$ cat src/rtl/alu_pkg.sv
// Shared definitions for the ALU: opcode encoding and operation type.
// Optional flag outputs are enabled by defining ALU_FLAGS_EN.
package alu_pkg;

    typedef logic [1:0] alu_op_t;

    localparam alu_op_t OP_AND = 2'b00;
    localparam alu_op_t OP_OR  = 2'b01;
    localparam alu_op_t OP_ADD = 2'b10;
    localparam alu_op_t OP_SUB = 2'b11;

endpackage : alu_pkg

$ cat src/rtl/alu_core.sv
// Combinational ALU datapath: operand zeroing, AND/OR/ADD/SUB, and bitwise
// output inversion. When ALU_FLAGS_EN is defined it also produces the
// zr/ng/carry/overflow flags for the post-negation result.
module alu_core
    import alu_pkg::*;
#(
    parameter int WIDTH = 16
) (
    input  logic [WIDTH-1:0] x,
    input  logic [WIDTH-1:0] y,
    input  logic             zero_x,
    input  logic             zero_y,
    input  logic             negate_output,
    input  logic [1:0]       opcode,
`ifdef ALU_FLAGS_EN
    output logic             zr,
    output logic             ng,
    output logic             carry,
    output logic             overflow,
`endif
    output logic [WIDTH-1:0] result
);

    logic [WIDTH-1:0] xa;
    logic [WIDTH-1:0] ya;
    logic [WIDTH-1:0] op_result;

    // Operand stage: optionally force either operand to zero.
    always_comb begin
        xa = zero_x ? '0 : x;
        ya = zero_y ? '0 : y;
    end

`ifdef ALU_FLAGS_EN
    // Carry/borrow needs one extra bit, so ADD/SUB are computed wide here.
    logic [WIDTH:0] sum_w;
    logic [WIDTH:0] diff_w;

    // Operation select with carry-out, borrow-free and signed overflow.
    always_comb begin
        sum_w     = {1'b0, xa} + {1'b0, ya};
        diff_w    = {1'b0, xa} - {1'b0, ya};
        op_result = '0;
        carry     = 1'b0;
        overflow  = 1'b0;
        case (alu_op_t'(opcode))
            OP_AND: op_result = xa & ya;
            OP_OR:  op_result = xa | ya;
            OP_ADD: begin
                op_result = sum_w[WIDTH-1:0];
                carry     = sum_w[WIDTH];
                overflow  = (xa[WIDTH-1] == ya[WIDTH-1]) &&
                            (sum_w[WIDTH-1] != xa[WIDTH-1]);
            end
            default: begin
                op_result = diff_w[WIDTH-1:0];
                // A clear borrow bit means xa >= ya (unsigned).
                carry     = ~diff_w[WIDTH];
                overflow  = (xa[WIDTH-1] != ya[WIDTH-1]) &&
                            (diff_w[WIDTH-1] != xa[WIDTH-1]);
            end
        endcase
    end
`else
    // Operation select; ADD/SUB wrap modulo 2^WIDTH.
    always_comb begin
        op_result = '0;
        case (alu_op_t'(opcode))
            OP_AND:  op_result = xa & ya;
            OP_OR:   op_result = xa | ya;
            OP_ADD:  op_result = xa + ya;
            default: op_result = xa - ya;
        endcase
    end
`endif

    // Post stage: bitwise NOT (not arithmetic negate) when requested.
    always_comb begin
        result = negate_output ? ~op_result : op_result;
    end

`ifdef ALU_FLAGS_EN
    // Result-derived flags describe the value actually registered.
    always_comb begin
        zr = (result == '0);
        ng = result[WIDTH-1];
    end
`endif

endmodule : alu_core

$ cat src/rtl/alu.sv
// Registered ALU top: one-cycle latency from inputs to output_result.
// Synchronous active-low reset clears the result (and the flags when
// ALU_FLAGS_EN is defined) with priority over the computed value.
module alu
    import alu_pkg::*;
#(
    parameter int WIDTH = 16
) (
    input  logic             clk,
    input  logic             rst_n,
    input  logic [WIDTH-1:0] x,
    input  logic [WIDTH-1:0] y,
    input  logic             zero_x,
    input  logic             zero_y,
    input  logic             negate_output,
    input  logic [1:0]       opcode,
`ifdef ALU_FLAGS_EN
    output logic             zr,
    output logic             ng,
    output logic             carry,
    output logic             overflow,
`endif
    output logic [WIDTH-1:0] output_result
);

    logic [WIDTH-1:0] r;
    logic [WIDTH-1:0] output_result_d;
    logic [WIDTH-1:0] output_result_q;

`ifdef ALU_FLAGS_EN
    logic [3:0] flags_c;
    logic [3:0] flags_d;
    logic [3:0] flags_q;
`endif

    alu_core #(
        .WIDTH(WIDTH)
    ) u_core (
        .x            (x),
        .y            (y),
        .zero_x       (zero_x),
        .zero_y       (zero_y),
        .negate_output(negate_output),
        .opcode       (opcode),
`ifdef ALU_FLAGS_EN
        .zr           (flags_c[3]),
        .ng           (flags_c[2]),
        .carry        (flags_c[1]),
        .overflow     (flags_c[0]),
`endif
        .result       (r)
    );

    // Next-state: reset wins over the computed result.
    always_comb begin
        output_result_d = rst_n ? r : '0;
`ifdef ALU_FLAGS_EN
        flags_d = rst_n ? flags_c : 4'b0000;
`endif
    end

    // Output registers, updated every cycle (no enable).
    always_ff @(posedge clk) begin
        output_result_q <= output_result_d;
`ifdef ALU_FLAGS_EN
        flags_q <= flags_d;
`endif
    end

    assign output_result = output_result_q;
`ifdef ALU_FLAGS_EN
    assign zr       = flags_q[3];
    assign ng       = flags_q[2];
    assign carry    = flags_q[1];
    assign overflow = flags_q[0];
`endif

endmodule : alu

$ cat config.mk
export PLATFORM = sky130hd
export DESIGN_NAME = alu
export DESIGN_NICKNAME = d
export VERILOG_FILES = /design/src/rtl/alu_pkg.sv /design/src/rtl/alu_core.sv /design/src/rtl/alu.sv
export SDC_FILE = /design/constraint.sdc
export NUM_CORES = 1
export LEC_CHECK = 0
export CAP_MARGIN = 25
export CORE_ASPECT_RATIO = 1.4
export CORE_MARGIN = 2
export CORE_UTILIZATION = 53
export CTS_BUF_LIST = sky130_fd_sc_hd__clkbuf_8
export DETAILED_ROUTE_END_ITERATION = 8
export GPL_TIMING_DRIVEN = 1
export PLACE_DENSITY = 0.84
export SLEW_MARGIN = 20
export SYNTH_ARGS = -nofsm -noshare
export SYNTH_HDL_FRONTEND = slang
export SYNTH_SLANG_ARGS = --single-unit
$ cat constraint.sdc
create_clock -name clk -period 4.75 [get_ports clk]
set_input_delay 0.475 -clock clk [delete_from_list [all_inputs] [get_ports clk]]
set_output_delay 0.475 -clock clk [all_outputs]
set_load 0.005 [all_outputs]
==> metrics.txt <==
status complete, no violations; number of max-cap violations 0; Max FO, Critical Path 8; crit path from y[3]; Setup violations, final 0; Main synth FF type dfxtp_1; Port Buf Inserts 54; placer congestion estimate 0.892; period utilization 83.8%; Critical Path Max Stage Delay 0.63 ns; syn_nets 398; gr ovfl total 0; nets@finish 451; Hold Path Sink output_result[4]$_SDFF_PN0_; setup ws final 0.772 ns; vias per cell 5.74; cell mode on critical path a211oi_1; Slew HR 50.4%; Slew Limit Fails 0; CP required 4.88 ns; CP max stage cell or4_1; fmax 0.251 GHz; gr usage total 26.3%; Yosys warnings 0; CTS tree built; Final ANT Viol Nets 0; min cycle time layout 3.98 ns; quantity of hold-fixing buffers added after cts 0; worst slack, placed 0.594 ns; CP startpoint kind input pin; setup bufs post-CTS 0; initial core utilization 55.8%; First-pass DRT Iterations 5; CTS Root Cell clkbuf_8; worst hold path cell count 2; routed len/inst 13.8 um; Gate Count Post-Synth 338; largest net degree at the start of global routing 19; Syn-to-layout area delta 27.2%; number of global-route vias before repair 2300; Detailed Place HPWL 5090 um; 1st-iter DRT viols 110; sequential fraction of the synthesis area 13.4%; Clock Path Buffers 2; Syn Area/Cell 7.06 um^2; ys async rst share 0%; post-cts sizing count 0; Crit. End Element flip-flop; Post-synth EDFFs 0; worst ir drop on vdd 0.0799 mV; setup_tns 0 ns; first-pass GRT wire length 10700 um; CP Cell Sequence clkdlybuf4s50_1, or4_1, or3_1, a21oi_2, a21oi_1, xnor2_1, ha_1, a21o_1, a211oi_1, nor2_1, a211oi_1, o311a_1, o21bai_1, nand3_1; Clock H-tree levels 1; CP Data Arrival Time 4.10 ns; Die Span Y 83.4 um; proportion of layout cells with a drive suffix above 1 4.87%; cell row count 28; Inserted Diodes 0; max reg flops 16; RSZ-0062 raised after global routing no; Syn Std Cell Area 0.00238 mm^2; Worst-Margin Slew 0.741 ns; cts bufs inserted 3; P_leak 1.28 nW; CTS Sinks 16; PD cells 193 mW/mm^2; Die W 60.7 um; I/O Pins 55; Vias 2583; Worst-path clk slew 0.06 ns; drt total wl 6200 um; drc violations 0; fillers 394; die area 0.00506 mm^2; flip-flop and latch count after synthesis 16; HP Class input pin to flip-flop; Tot Pwr 0.000584 W; Core Area 0.00427 mm^2; number of distinct library cells after synthesis 53; initial antenna violation count 0; min-delay src rst_n; critical path class input pin to flip-flop; final hold viol count 0
## per-stage QoR
step                      area, um^2  util (%)  hold WS [ns]  cells
final                           3030      71.0          1.14    450
after global routing            3030      71.0          1.19    450
after CTS                       3030      71.0          1.15    450
after detailed placement        2980      69.7          1.18    446
after global placement          2980      69.7          1.17    446
after floorplan                 2380         -         0.758    338
## where the power goes
group	switching (W)	internal [W]
Clock	0.0000412	0.0000733
Combinational	0.000156	0.000159
Sequential	0.00000345	0.000151
## layout by cell type (no fill, tap or decap), types with 3 or more instances in the layout
cell | synthesis | routed
mux2i_1 | 9 | 9
nand2_1 | 30 | 30
xnor2_1 | 14 | 14
maj3_1 | 7 | 7
a31oi_1 | 8 | 8
a21oi_1 | 34 | 34
ha_1 | 20 | 20
nand4_1 | 3 | 3
xor2_1 | 8 | 8
clkdlybuf4s50_1 | 0 | 54
clkbuf_8 | 0 | 4
and3_1 | 3 | 3
nor3_1 | 16 | 16
nand2b_1 | 7 | 7
nor2_1 | 27 | 27
dfxtp_1 | 16 | 16
buf_4 | 0 | 10
o21ai_0 | 20 | 20
and2_1 | 10 | 10
a21o_1 | 6 | 6
or3_1 | 5 | 5
nor2b_1 | 21 | 21
a211oi_1 | 5 | 5
nand3_1 | 8 | 8
o21bai_1 | 4 | 4
inv_1 | 10 | 10
## worst max path at each step
stage | cells past startpoint | to
after floorplan | 15 | output_result[15]$_SDFF_PN0_
after global placement | 14 | output_result[15]$_SDFF_PN0_
after detailed placement | 14 | output_result[15]$_SDFF_PN0_
after CTS | 14 | output_result[15]$_SDFF_PN0_
after global routing | 14 | output_result[15]$_SDFF_PN0_
final | 14 | output_result[15]$_SDFF_PN0_
## logic make-up (layout without fill, tap and decap cells)
kind of cell	after synthesis	count (layout)	share of synthesized area [%]
adders and majority gates	28	28	14.3
xor gates and xnor gates	22	22	8.08
buffers and inverters	28	80	5.93
DFF	16	16	13.4
muxes	9	9	3.78
and+or+nand+nor	139	139	29.7
AOI/OAI and AO/OA	96	96	24.8
## cells in the mapped netlist, types with 2 or more instances
master	count	share of area (%)
mux2i_1	9	3.8
nand4_1	3	0.79
dfxtp_1	16	13
inv_1	10	1.6
o22ai_1	2	0.52
nor4_1	2	0.52
nand2b_1	7	1.8
o21bai_1	4	1.3
xnor2_1	14	5.1
clkbuf_1	9	1.4
maj3_1	7	2.9
o211ai_1	2	0.63
ha_1	20	10
buf_6	4	1.9
a31oi_1	8	2.1
a21oi_1	34	7.1
nor2b_1	21	5.5
clkinv_1	2	0.31
o21ai_0	20	4.2
and2_1	10	2.6
nor2_1	27	4.2
nand2_1	30	4.7
o31ai_1	2	0.63
nand3_1	8	1.7
a21o_1	6	1.9
xor2_1	8	2.9
nor3_1	16	3.4
a211oi_1	5	1.6
and3_1	3	0.79
or4_1	2	0.63
or3_1	5	1.3
## worst max-delay path, delay by kind of cell
kind,cells,cell delay [ns]
compound gates,7,1.39
simple gates,4,1.17
xor+xnor,1,0.14
buf+inv,1,0.51
fa+ha+maj,1,0.40
## area by class of cell
type / instances / area (um^2) / share of cell area, %
Timing Repair Buffer: 64 / 616 / 20.3
Inverter: 12 / 45.0 / 1.48
Clock buffer: 4 / 55.1 / 1.81
Sequential cell: 16 / 320 / 10.6
Multi-Input combinational cell: 294 / 1920 / 63.4
Tap cell: 60 / 75.1 / 2.47
## metal layers
metal / track usage, % / up-vias / wire length, um
li1: - / 1320 / -
met1: 36.7 / 1165 / 2700
met2: 43.4 / 92 / 3100
met3: 1.09 / 6 / 335
met4: 5.93 / 0 / 57
met5: 0 / - / 0
(Power assumes the default switching activity.)
